**config.mk**
```make
export PLATFORM = sky130hd
export DESIGN_NAME = mult_sched
export DESIGN_NICKNAME = d
export VERILOG_FILES = /design/src/rtl/mult_sched_pkg.sv /design/src/rtl/mult_sched_fifo.sv /design/src/rtl/pipe_reg.sv /design/src/rtl/mult_sched.sv
export SDC_FILE = /design/constraint.sdc
export NUM_CORES = 1
export LEC_CHECK = 0
export CAP_MARGIN = 10
export CORE_AREA = 2 2 123 125
export DETAILED_ROUTE_END_ITERATION = 6
export DIE_AREA = 0 0 125 127
export PLACE_DENSITY = 0.71
export REMOVE_ABC_BUFFERS = 1
export SLEW_MARGIN = 30
export SYNTH_ARGS = -nofsm -noshare
export SYNTH_HDL_FRONTEND = slang
export SYNTH_SLANG_ARGS = --single-unit
```
**constraint.sdc**
```tcl
create_clock -name clk -period 2.7 [get_ports clk]
set_input_delay 0.54 -clock clk [delete_from_list [all_inputs] [get_ports clk]]
set_output_delay 0.54 -clock clk [all_outputs]
set_load 0.02 [all_outputs]
```
**src/rtl/mult_sched_pkg.sv**
```systemverilog
// Shared types for the multiplier issue scheduler.
//   req_id_e   : requester identifier (0 or 1)
//   tag_t      : in-flight tag carried alongside the datapath {vld, id}
//   pick_grant : round-robin choice between the two requesters
package mult_sched_pkg;

  localparam int unsigned ID_W = 1;

  typedef enum logic [ID_W-1:0] {
    REQ0 = 1'b0,
    REQ1 = 1'b1
  } req_id_e;

  typedef struct packed {
    logic    vld;
    req_id_e id;
  } tag_t;

  // A lone valid requester wins; on contention the one not served last wins.
  function automatic req_id_e pick_grant(input logic v0, input logic v1, input req_id_e last);
    if (v0 && v1) begin
      return (last == REQ0) ? REQ1 : REQ0;
    end else if (v1) begin
      return REQ1;
    end else begin
      return REQ0;
    end
  endfunction

endpackage

```
**src/rtl/mult_sched_fifo.sv**
```systemverilog
// First-word-fall-through FIFO for scheduler responses.
//   clk, rst        : clock, synchronous active-high reset (empties the FIFO)
//   wr_en, wr_data  : push; accepted when not full, or when full and popping
//   rd_en           : pop the head entry (ignored when empty)
//   rd_data         : head entry, valid whenever empty=0
//   full, empty     : occupancy flags
module mult_sched_fifo #(
  parameter int unsigned WIDTH = 33,
  parameter int unsigned DEPTH = 4
) (
  input  logic             clk,
  input  logic             rst,
  input  logic             wr_en,
  input  logic [WIDTH-1:0] wr_data,
  input  logic             rd_en,
  output logic [WIDTH-1:0] rd_data,
  output logic             full,
  output logic             empty
);

  localparam int unsigned PTR_W = (DEPTH > 1) ? $clog2(DEPTH) : 1;
  localparam int unsigned CNT_W = $clog2(DEPTH + 1);

  logic [WIDTH-1:0] mem_q [DEPTH];
  logic [WIDTH-1:0] mem_d [DEPTH];
  logic [PTR_W-1:0] wr_ptr_q, wr_ptr_d;
  logic [PTR_W-1:0] rd_ptr_q, rd_ptr_d;
  logic [CNT_W-1:0] cnt_q, cnt_d;
  logic             do_rd_c, do_wr_c;

  // Pointer advance with wrap for non-power-of-two depths.
  function automatic logic [PTR_W-1:0] ptr_inc(input logic [PTR_W-1:0] p);
    return (p == PTR_W'(DEPTH - 1)) ? '0 : p + PTR_W'(1);
  endfunction

  assign empty   = (cnt_q == '0);
  assign full    = (cnt_q == CNT_W'(DEPTH));
  assign rd_data = mem_q[rd_ptr_q];

  always_comb begin
    do_rd_c  = rd_en && !empty;
    do_wr_c  = wr_en && (!full || do_rd_c);
    mem_d    = mem_q;
    wr_ptr_d = wr_ptr_q;
    rd_ptr_d = rd_ptr_q;
    cnt_d    = cnt_q;
    if (do_wr_c) begin
      mem_d[wr_ptr_q] = wr_data;
      wr_ptr_d        = ptr_inc(wr_ptr_q);
    end
    if (do_rd_c) begin
      rd_ptr_d = ptr_inc(rd_ptr_q);
    end
    if (do_wr_c && !do_rd_c) begin
      cnt_d = cnt_q + CNT_W'(1);
    end else if (!do_wr_c && do_rd_c) begin
      cnt_d = cnt_q - CNT_W'(1);
    end
    if (rst) begin
      wr_ptr_d = '0;
      rd_ptr_d = '0;
      cnt_d    = '0;
    end
  end

  always_ff @(posedge clk) begin
    mem_q    <= mem_d;
    wr_ptr_q <= wr_ptr_d;
    rd_ptr_q <= rd_ptr_d;
    cnt_q    <= cnt_d;
  end

  always_ff @(posedge clk) begin
    if (!rst) begin
      assert (!(wr_en && full && !do_rd_c))
        else $error("mult_sched_fifo: write while full");
    end
  end

endmodule

```
**src/rtl/pipe_reg.sv**
```systemverilog
// Fixed-depth register pipeline; a value presented on d appears on q PIP_D
// cycles later. Synchronous reset clears every stage.
//   clk, rst : clock, synchronous active-high reset
//   d        : stage-0 input (REG_W bits)
//   q        : last-stage output (REG_W bits)
module pipe_reg #(
  parameter int unsigned REG_W = 1,
  parameter int unsigned PIP_D = 1
) (
  input  logic             clk,
  input  logic             rst,
  input  logic [REG_W-1:0] d,
  output logic [REG_W-1:0] q
);

  logic [REG_W-1:0] stage_q [PIP_D];
  logic [REG_W-1:0] stage_d [PIP_D];

  // Shift by one stage per cycle.
  always_comb begin
    stage_d[0] = d;
    for (int unsigned i = 1; i < PIP_D; i++) begin
      stage_d[i] = stage_q[i-1];
    end
    if (rst) begin
      for (int unsigned i = 0; i < PIP_D; i++) begin
        stage_d[i] = '0;
      end
    end
  end

  always_ff @(posedge clk) begin
    stage_q <= stage_d;
  end

  assign q = stage_q[PIP_D-1];

endmodule

```
**src/rtl/mult_sched.sv**
```systemverilog
// Two-requester issue scheduler for a fixed-latency pipelined multiplier.
// Round-robin arbitration, credit-guarded launch, tag pipe tracking in-flight
// operations, and a FWFT response FIFO that absorbs back-pressure.
//   clk, rst                         : clock, synchronous active-high reset
//   reqN_valid/ready, reqN_a/b       : requester N operand handshake
//   dp_valid, dp_a, dp_b             : launch into the multiplier
//   dp_p                             : product, LAT cycles after launch
//   resp_valid/ready, resp_p/resp_id : response handshake, launch order
module mult_sched
  import mult_sched_pkg::*;
#(
  parameter int unsigned W      = 16,
  parameter int unsigned LAT    = 3,
  parameter int unsigned FIFO_D = 4
) (
  input  logic           clk,
  input  logic           rst,
  input  logic           req0_valid,
  output logic           req0_ready,
  input  logic [W-1:0]   req0_a,
  input  logic [W-1:0]   req0_b,
  input  logic           req1_valid,
  output logic           req1_ready,
  input  logic [W-1:0]   req1_a,
  input  logic [W-1:0]   req1_b,
  output logic           dp_valid,
  output logic [W-1:0]   dp_a,
  output logic [W-1:0]   dp_b,
  input  logic [2*W-1:0] dp_p,
  output logic           resp_valid,
  input  logic           resp_ready,
  output logic [2*W-1:0] resp_p,
  output logic           resp_id
);

  localparam int unsigned CNT_W  = $clog2(FIFO_D + 1);
  localparam int unsigned RESP_W = 2 * W + 1;

  logic [CNT_W-1:0]  credit_cnt_q, credit_cnt_d;
  req_id_e           last_grant_q, last_grant_d;
  req_id_e           grant_c;
  logic              can_launch_c, accept_c, pop_c;
  tag_t              tag_in_c, tag_out;
  logic              fifo_full, fifo_empty;
  logic [RESP_W-1:0] fifo_wdata, fifo_rdata;

  assign resp_valid = !rst && !fifo_empty;
  assign pop_c      = resp_valid && resp_ready;

  // Arbitration and launch qualification; a pop frees a slot this same cycle.
  always_comb begin
    grant_c      = pick_grant(req0_valid, req1_valid, last_grant_q);
    can_launch_c = !rst && ((credit_cnt_q != '0) || pop_c);
    accept_c     = can_launch_c && ((grant_c == REQ1) ? req1_valid : req0_valid);
  end

  assign req0_ready = can_launch_c && (grant_c == REQ0);
  assign req1_ready = can_launch_c && (grant_c == REQ1);
  assign dp_valid   = accept_c;
  assign dp_a       = accept_c ? ((grant_c == REQ1) ? req1_a : req0_a) : '0;
  assign dp_b       = accept_c ? ((grant_c == REQ1) ? req1_b : req0_b) : '0;

  always_comb begin
    tag_in_c.vld = accept_c;
    tag_in_c.id  = grant_c;
  end

  // Credits count FIFO slots not yet claimed by in-flight or stored results.
  always_comb begin
    credit_cnt_d = credit_cnt_q;
    last_grant_d = last_grant_q;
    if (accept_c && !pop_c) begin
      credit_cnt_d = credit_cnt_q - CNT_W'(1);
    end else if (!accept_c && pop_c) begin
      credit_cnt_d = credit_cnt_q + CNT_W'(1);
    end
    if (accept_c) begin
      last_grant_d = grant_c;
    end
    if (rst) begin
      credit_cnt_d = CNT_W'(FIFO_D);
      last_grant_d = REQ1;
    end
  end

  always_ff @(posedge clk) begin
    credit_cnt_q <= credit_cnt_d;
    last_grant_q <= last_grant_d;
  end

  pipe_reg #(
    .REG_W ($bits(tag_t)),
    .PIP_D (LAT)
  ) u_tag_pipe (
    .clk (clk),
    .rst (rst),
    .d   (tag_in_c),
    .q   (tag_out)
  );

  assign fifo_wdata = {dp_p, tag_out.id};

  mult_sched_fifo #(
    .WIDTH (RESP_W),
    .DEPTH (FIFO_D)
  ) u_fifo (
    .clk     (clk),
    .rst     (rst),
    .wr_en   (tag_out.vld),
    .wr_data (fifo_wdata),
    .rd_en   (pop_c),
    .rd_data (fifo_rdata),
    .full    (fifo_full),
    .empty   (fifo_empty)
  );

  assign resp_p  = fifo_rdata[RESP_W-1:1];
  assign resp_id = fifo_rdata[0];

  always_ff @(posedge clk) begin
    if (!rst) begin
      assert (credit_cnt_q <= CNT_W'(FIFO_D))
        else $error("mult_sched: credit count above depth");
      assert (!(accept_c && !pop_c && (credit_cnt_q == '0)))
        else $error("mult_sched: credit underflow");
      assert (!(tag_out.vld && fifo_full && !pop_c))
        else $error("mult_sched: response overflow");
    end
  end

endmodule

```
==> run summary, run 1 <==
The count of flip-flops with a built-in enable after synthesis came out at 132. Dividing the detail-routed wire length by the instance count gives 17.55 µm. In the final routing, the length of wire on met1 measures 5.018 mm. The number of library cell types mapped by synthesis is 32. The die area came out at 0.01588 mm².

The part of the cycle the worst path needs is 97.18%. The fraction of final layout cells with drive strength greater than 1 is 25.14%. The wire-length estimate of the detail-placed layout is 8.370 mm.

The worst-path maximum fanout came out at 34. By area the synthesized netlist is led by edfxtp_1 64%, mux4_2 12%, mux2i_1 5.7%, dfxtp_1 5.5%, nor3_1 2.8%. The die is 127 µm tall.

The dominant cell type by area after synthesis is edfxtp_1. For this run the aggregate overflow at the end of global routing stands at 0. The largest clock skew in the final design is 8.778 ps. The category of cells accounting for the largest share of critical-path delay is buffers and inverters.

The via density per instance is 5.167. The worst setup path is captured at an output pin. The average footprint of a synthesized cell came out at 18.13 µm². The power density over the cells is 751.8 mW/mm². After detailed routing, the met2 layer carries 6.810 mm of wire.

Of all flip-flops after synthesis, the portion carrying an async set or reset was 0%. The number of global-route vias before repair came out at 4196. The standard-cell row count is 44. The routed wire length came out at 12.94 mm. During synthesis, Yosys emitted a total of 0 warnings.

The flow ran to the end, and the final reports show no timing, DRC or antenna violations. The final-report setup violation count came out at 0. The critical path contains buffers and inverters numbering 3 combined. The largest single stage delay on the critical path is 510 ps. The buffer type at the clock tree root is clkbuf_16. The overall power came out at 0.006598 W. The congestion estimate from routability-driven global placement came to 0.7087. Setup repair after global routing left no endpoint under its margin. The max-slew violation count came out at 0. The area share of the largest cell type after synthesis came out at 64.31%. The hold buffer count at cts came out at 0. The data arrival time of the critical path is 2080 ps. The signal on the critical path passes through clkdlybuf4s50_1 > nor2b_2 > a22oi_4 > buf_12 > nor3_1 > dlygate4sd1_1. For this run, the leading register cell type out of synthesis is edfxtp_1. The TritonCTS clock tree is done.

The CTS sink count came out at 149. The final layout contains 650 nets. The sequential element share of the synthesized area came out at 69.83%.

The later pin in the worst-skew pair is clocked with a latency of 410 ps. The number of maximum-capacitance constraint violations came out at 0. The violation count after the first detailed-routing iteration is 185.

The total met3 wirelength after detailed routing came out at 989 µm. The transition time at the pin with the least slew margin is 290.5 ps. The headroom to the max-slew limit is 80.64%. The highest ir drop seen on vdd came out at 0.4327 mV. The count of input and output buffers is 169. The antenna cell count is 0.

The worst setup path is launched from an input port. The count of state elements after synthesis is 149. The most used standard cell by instance count after synthesis is edfxtp_1. The length of the first detailed-routing pass in iterations is 5. Final hold analysis gives a worst-case slack of 437.0 ps. The clock-pin transition on the worst setup and hold timing paths came out at 60 ps.

The count of endpoints failing hold in the final timing report was 0. The highest routing layer actually used is met4. The mapped cell area came out at 0.006163 mm². The post-detailed-route count of antenna-violating nets came out at 0. The horizontal die dimension is 125 µm.

In this run the static leakage power is 3.129 nW. Global routing used 17.21% of the available tracks. For the finished layout, the period the worst path requires is 2624 ps. The utilization of the core after routing came out at 60.84%. The deepest clock path buffer count came out at 2. The initial cell density of the core is 42.73%. By count the netlist is led by 132 x edfxtp_1, 35 x mux2i_1, 34 x nor3_1.

The top-level port count is 170. The data required time at the worst endpoint is 2160 ps. The level count of the clock H-tree came out at 4. The initial antenna violation count came out at 0. The core outline area is 0.01442 mm². The min-delay analysis places its worst path in the category flop to flop. The type of the worst setup path is input port to output pin. The area added between synthesis and finish is 42.39%.

The routed layout has 3808 vias. The maximum number of pins on one net before global-route repair is 35. The slowest stage of the critical path belongs to the cell clkdlybuf4s50_1.

Clock tree synthesis inserted a total of 17 buffers. The post-route cell area came out at 0.008776 mm². The placed instances occupy a cell area of 0.008314 mm². The global-route wire length before repair came out at 21.12 mm. The number of fill cells is 1096. Synthesis handed over a netlist of 340 instances. The post-route DRC violation count came out at 0. The top achievable clock speed came out at 0.3811 GHz.
==> flip-flops by register name (all words and copies together), names as in the netlist <==
| register | cells |
|---|---|
| u_tag_pipe.stage_q | 4 |
| u_fifo.mem_q | 132 |
| u_fifo.rd_ptr_q | 2 |
| last_grant_q | 1 |
| u_tag_pipe.q | 2 |
| u_fifo.cnt_q | 3 |
| credit_cnt_q | 3 |
| u_fifo.wr_ptr_q | 2 |
==> per-layer routing <==
layer / track usage, % / up-vias
met5: 0 / -
met4: 3.922 / 0
met3: 6.575 / 12
met2: 31.39 / 164
met1: 19.17 / 1879
li1: - / 1753
==> timing repair <==
item,CTS,global route
gates resized for setup,110,65
buffers inserted,2,3
cloned,1,0
setup endpoints to repair,68,32
hold endpoints to repair,0,0
pin swaps,1,1
==> stage by stage <==
stage / setup TNS, ps / std cells / worst slack (ps)
3_3_place_gp: -10460 / 699 / -313.0
5_1_grt: 0 / 737 / 0.9064
6_report: 0 / 737 / 76.26
2_1_floorplan: -97800 / 320 / -2707
3_5_place_dp: -11990 / 699 / -380.9
4_1_cts: -238.8 / 734 / -101.4
==> cell type report <==
cell class | count | area, µm² | share of cell area [%]
clock inverter | 14 | 137.6 | 1.568
sequential | 149 | 4307 | 49.07
clock buffer | 18 | 429.2 | 4.890
inverter | 7 | 26.28 | 0.2994
timing repair buffer | 201 | 1897 | 21.61
tap | 184 | 230.2 | 2.623
multi-input combinational | 164 | 1749 | 19.93
==> worst paths after layout <==
path,from,depth (start not counted),slack (ps),end
setup / recovery,resp_ready,6,80,dp_a[1]
hold / removal,u_tag_pipe.stage_q[5],1,440,u_tag_pipe.stage_q[3]
setup reg to reg,u_fifo.cnt_q[1],10,150,credit_cnt_q[2]
hold reg to reg,u_tag_pipe.stage_q[5],1,440,u_tag_pipe.stage_q[3]
==> placed cells by master (no fill, tap or decap), drive strengths merged <==
| cell | Yosys | final |
|---|---|---|
| a22oi | 1 | 1 |
| mux2 | 1 | 1 |
| a21oi | 2 | 2 |
| bufbuf | 0 | 1 |
| edfxtp | 132 | 132 |
| clkinv | 0 | 9 |
| fa | 2 | 2 |
| mux4 | 33 | 33 |
| and2 | 5 | 5 |
| nor2 | 14 | 14 |
| nor3 | 34 | 34 |
| a21boi | 1 | 1 |
| or3 | 4 | 4 |
| a31oi | 1 | 1 |
| dfxtp | 17 | 17 |
| xor2 | 3 | 3 |
| dlymetal6s2s | 0 | 1 |
| dlygate4sd1 | 0 | 1 |
| o21ai | 3 | 3 |
| clkdlybuf4s15 | 0 | 3 |
| clkdlybuf4s50 | 0 | 99 |
| dlygate4sd2 | 0 | 36 |
| nand3 | 3 | 3 |
| clkinvlp | 0 | 3 |
| nor2b | 7 | 7 |
| clkbuf | 8 | 38 |
| buf | 12 | 40 |
| xnor2 | 1 | 1 |
| a32oi | 1 | 1 |
| nand2 | 3 | 3 |
| nand2b | 1 | 1 |
| bufinv | 0 | 2 |
| a2bb2oi | 1 | 1 |
| a22o | 1 | 1 |
| inv | 7 | 7 |
| mux2i | 35 | 35 |
| ha | 7 | 7 |
==> kinds of logic (layout without fill, tap and decap cells) <==
group / Yosys count / in the layout / synth area share (%)
DFF: 149 / 149 / 69.83
and+or+nand+nor: 71 / 71 / 5.846
muxes: 69 / 69 / 17.93
buffers and inverters: 27 / 240 / 2.253
AOI/OAI and AO/OA: 11 / 11 / 1.502
adders and majority gates: 9 / 9 / 2.071
xor gates and xnor gates: 4 / 4 / 0.5685
==> report_power, final <==
| group | internal (W) | switching [W] |
|---|---|---|
| combinational | 0.000848 | 0.000872 |
| clock | 0.00135 | 0.000862 |
| sequential | 0.00261 | 0.0000582 |
| total | 0.00481 | 0.00179 |
Note: power is estimated with default switching activity, not from simulation.
==> run 2: changes to the inputs <==
Settings changed: SKIP_LAST_GASP set to 1.
==> run 2 against run 1 <==
  * Routed wire length rose by 4.3%
  * Global-route usage fell by 0.064 points
  * Core utilization rose by 1.3 points
  * Sequential share of layout area fell by 1.0 points
  * First-iteration DRC count fell by 3.2%
  * Die area did not move
  * Critical endpoint is now resp_p[16]
  * Largest cell class unchanged
==> run summary, run 2 (synthesis results as in run 1) <==
The antenna cell count is 0 (unchanged). The reg-to-reg startpoint is u_fifo.cnt_q[1]. The hold buffer count at cts came to 0 (unchanged). The top-level port count came to 170 (unchanged). The power density over the cells came to 757.1 mW/mm² (+0.70%). The worst-case register-to-register setup slack was 150 ps (about the same). The number of global-route vias before repair came out at 4172 (-0.57%). Ranked by flip-flop count, first place goes to u_fifo.mem_q. STA classifies the critical path startpoint as a flop. The violation count after the first detailed-routing iteration came to 179 (-3.2%). The number of vias in the routed layout was 3842 (+0.89%). The area added between synthesis and finish is 45.43%. The top achievable clock speed came out at 0.3790 GHz (-0.55%).

The count of input and output buffers is 169 (unchanged). The via density per instance is 5.157 (-0.19%). The deepest clock path buffer count came out at 2 (unchanged).

The flip-flop count of the largest register, all copies and words added was 132 (unchanged). The type of the worst setup path is flop to output pin. The data required time at the worst endpoint is 2160 ps (about the same). The routed wire length came out at 13.50 mm (+4.3%). The die area came out at 0.01588 mm² (unchanged). The worst hold path belongs to the class flop to flop. The total global routing track utilization came out at 17.14% (-0.064 points). The largest clock skew in the final design is 8.607 ps (-0.1704 ps). The count of endpoints failing hold in the final timing report was 0 (unchanged). The clock latency on the worst-skew pair came out at 410 ps (about the same). The final-report setup violation count is 0 (unchanged).

The TritonCTS clock tree is done. The count of nets after finishing is 658 (+1.2%). The initial cell density of the core is 42.73% (unchanged). The number of maximum-capacitance constraint violations is 0 (unchanged).

The level count of the clock H-tree is 4 (unchanged). The static leakage is 3.358 nW (+7.4%). The die height came out at 127 µm (unchanged). The CTS sink count was 149 (unchanged). The overall power is 0.006786 W (+2.9%). The number of cell instances on the worst register-to-register path is 10 (unchanged). The root buffer cell chosen for the clock tree is clkbuf_16.

The part of the cycle the worst path needs is 97.71% (+0.54 points). The max-slew violation count is 0 (unchanged). The worst-path maximum fanout came out at 8 (-76%). Setup repair after global routing left no endpoint under its margin.

Following the worst setup path forward leads to its endpoint at resp_p[16]. The final critical path time including I/O delays and setup is 2638 ps (+14.56 ps). The maximum number of pins on one net before global-route repair came to 35 (unchanged).

The data arrival time of the critical path came out at 2100 ps (+20 ps). The clock-pin transition on the worst setup and hold timing paths came out at 60 ps (about the same). The initial antenna violation count came out at 0 (unchanged). The run finished with clean final reports. The placed wire-length estimate after detailed placement is 8.370 mm (unchanged).

The first element of the critical path is u_fifo.rd_ptr_q[0]. The global-route wire length before repair came to 21.03 mm (-0.42%). In the final layout, the registers with the most flip-flops are u_fifo.mem_q x132, u_tag_pipe.stage_q x4.

The length of the first detailed-routing pass in iterations came out at 4 (-1). The utilization of the core after routing came out at 62.14% (+1.3 points). The top cell types in the final layout, fill and taps aside, are 132 x edfxtp_1, 107 x clkdlybuf4s50_1, 34 x nor3_1.

The total congestion overflow after global routing is 0 (unchanged). The core outline area came to 0.01442 mm² (unchanged). Leaving out fill and tap cells, the most frequent cell in the layout is edfxtp_1.

The final routed wire length divided by cell count came out at 18.11 µm (+3.2%). The standard-cell row count is 44 (unchanged). The post-route DRC violation count came out at 0 (unchanged). STA classifies the critical path endpoint as an output pin.

The transition time at the pin with the least slew margin came out at 286.4 ps (-4.066 ps). The number of buffers inserted during clock tree synthesis is 17 (unchanged). The hold slack came out at 437.0 ps (-0.02600 ps).

The horizontal die dimension came out at 125 µm (unchanged). In this run the critical register-to-register path is captured at credit_cnt_q[2]. The final weighted congestion in routability-driven placement came out at 0.7087 (unchanged).

The post-detailed-route count of antenna-violating nets came to 0 (unchanged). The headroom to the max-slew limit came out at 80.88% (+0.24 points). The highest ir drop seen on vdd came to 0.4663 mV (+7.8%). The fraction of final layout cells with drive strength greater than 1 is 26.20% (+1.1 points).
==> run 2: cell count changes in the layout (fill, tap and decap cells not counted), sizes merged <==
cell	delta
dlygate4sd2	-33
clkdlybuf4s50	+8
clkbuf	+8
dlymetal6s2s	+25
==> run 2: how the worst min path moves through the flow <==
stage	from	to	slack (ps)	depth (start not counted)
after CTS	u_tag_pipe.stage_q[5]	u_tag_pipe.stage_q[3]	440	1
after floorplan	u_tag_pipe.stage_q[2]	u_tag_pipe.q[0]	410	1
after detailed placement	u_tag_pipe.stage_q[2]	u_tag_pipe.q[0]	430	1
after global routing	u_tag_pipe.stage_q[3]	u_tag_pipe.q[1]	460	1
after global placement	u_tag_pipe.stage_q[2]	u_tag_pipe.q[0]	420	1
final	u_tag_pipe.stage_q[5]	u_tag_pipe.stage_q[3]	440	1
==> run 2: critical path, cell delays in order (launching register included) <==
cell and delay [ps]:
dfxtp_4 420, clkbuf_16 200, mux4_2 510, clkdlybuf4s50_1 550
==> run 2: per-layer routing <==
metal | wire, µm | global-route usage, % | vias to the layer above
met5 | 0 | 0 | -
met2 | 7076 | 31.20 | 158
met4 | 122 | 3.922 | 0
li1 | - | - | 1765
met3 | 943 | 6.533 | 14
met1 | 5352 | 19.17 | 1905
==> run 2: what timing repair did <==
action | 4_1_cts | 5_1_grt
endpoints found under the setup margin | 68 | 66
pin swaps | 1 | 1
endpoints found under the hold margin | 0 | 0
buffers inserted | 2 | 9
gates resized for setup | 46 | 115
gates cloned | 1 | 2
==> run 2: metrics by stage <==
step	setup TNS [ps]	area, µm²	cells	setup slack [ps]
final	0	8964	745	61.70
after detailed placement	-11990	8314	699	-380.9
after CTS	-3470	8882	734	-129.2
after global placement	-10460	8314	699	-313.0
after floorplan	-97800	6051	320	-2707
after global routing	0	8964	745	0.9064
==> run 2: final cells by class <==
type                    count  area, µm²
clock inverters            14      137.6
clock buffers              18      429.2
repair buffers            209       2082
well taps                 184      230.2
fillers                  1060       5460
multi-input cells         164       1749
inverters                   7      26.28
flip-flops and latches    149       4309
==> run 2: power breakdown <==
part / switching [W] / leakage [nW] / internal, W
Sequential: 0.0000670 / 1.33 / 0.00261
Combinational: 0.000905 / 1.75 / 0.000988
Clock: 0.000867 / 0.273 / 0.00135
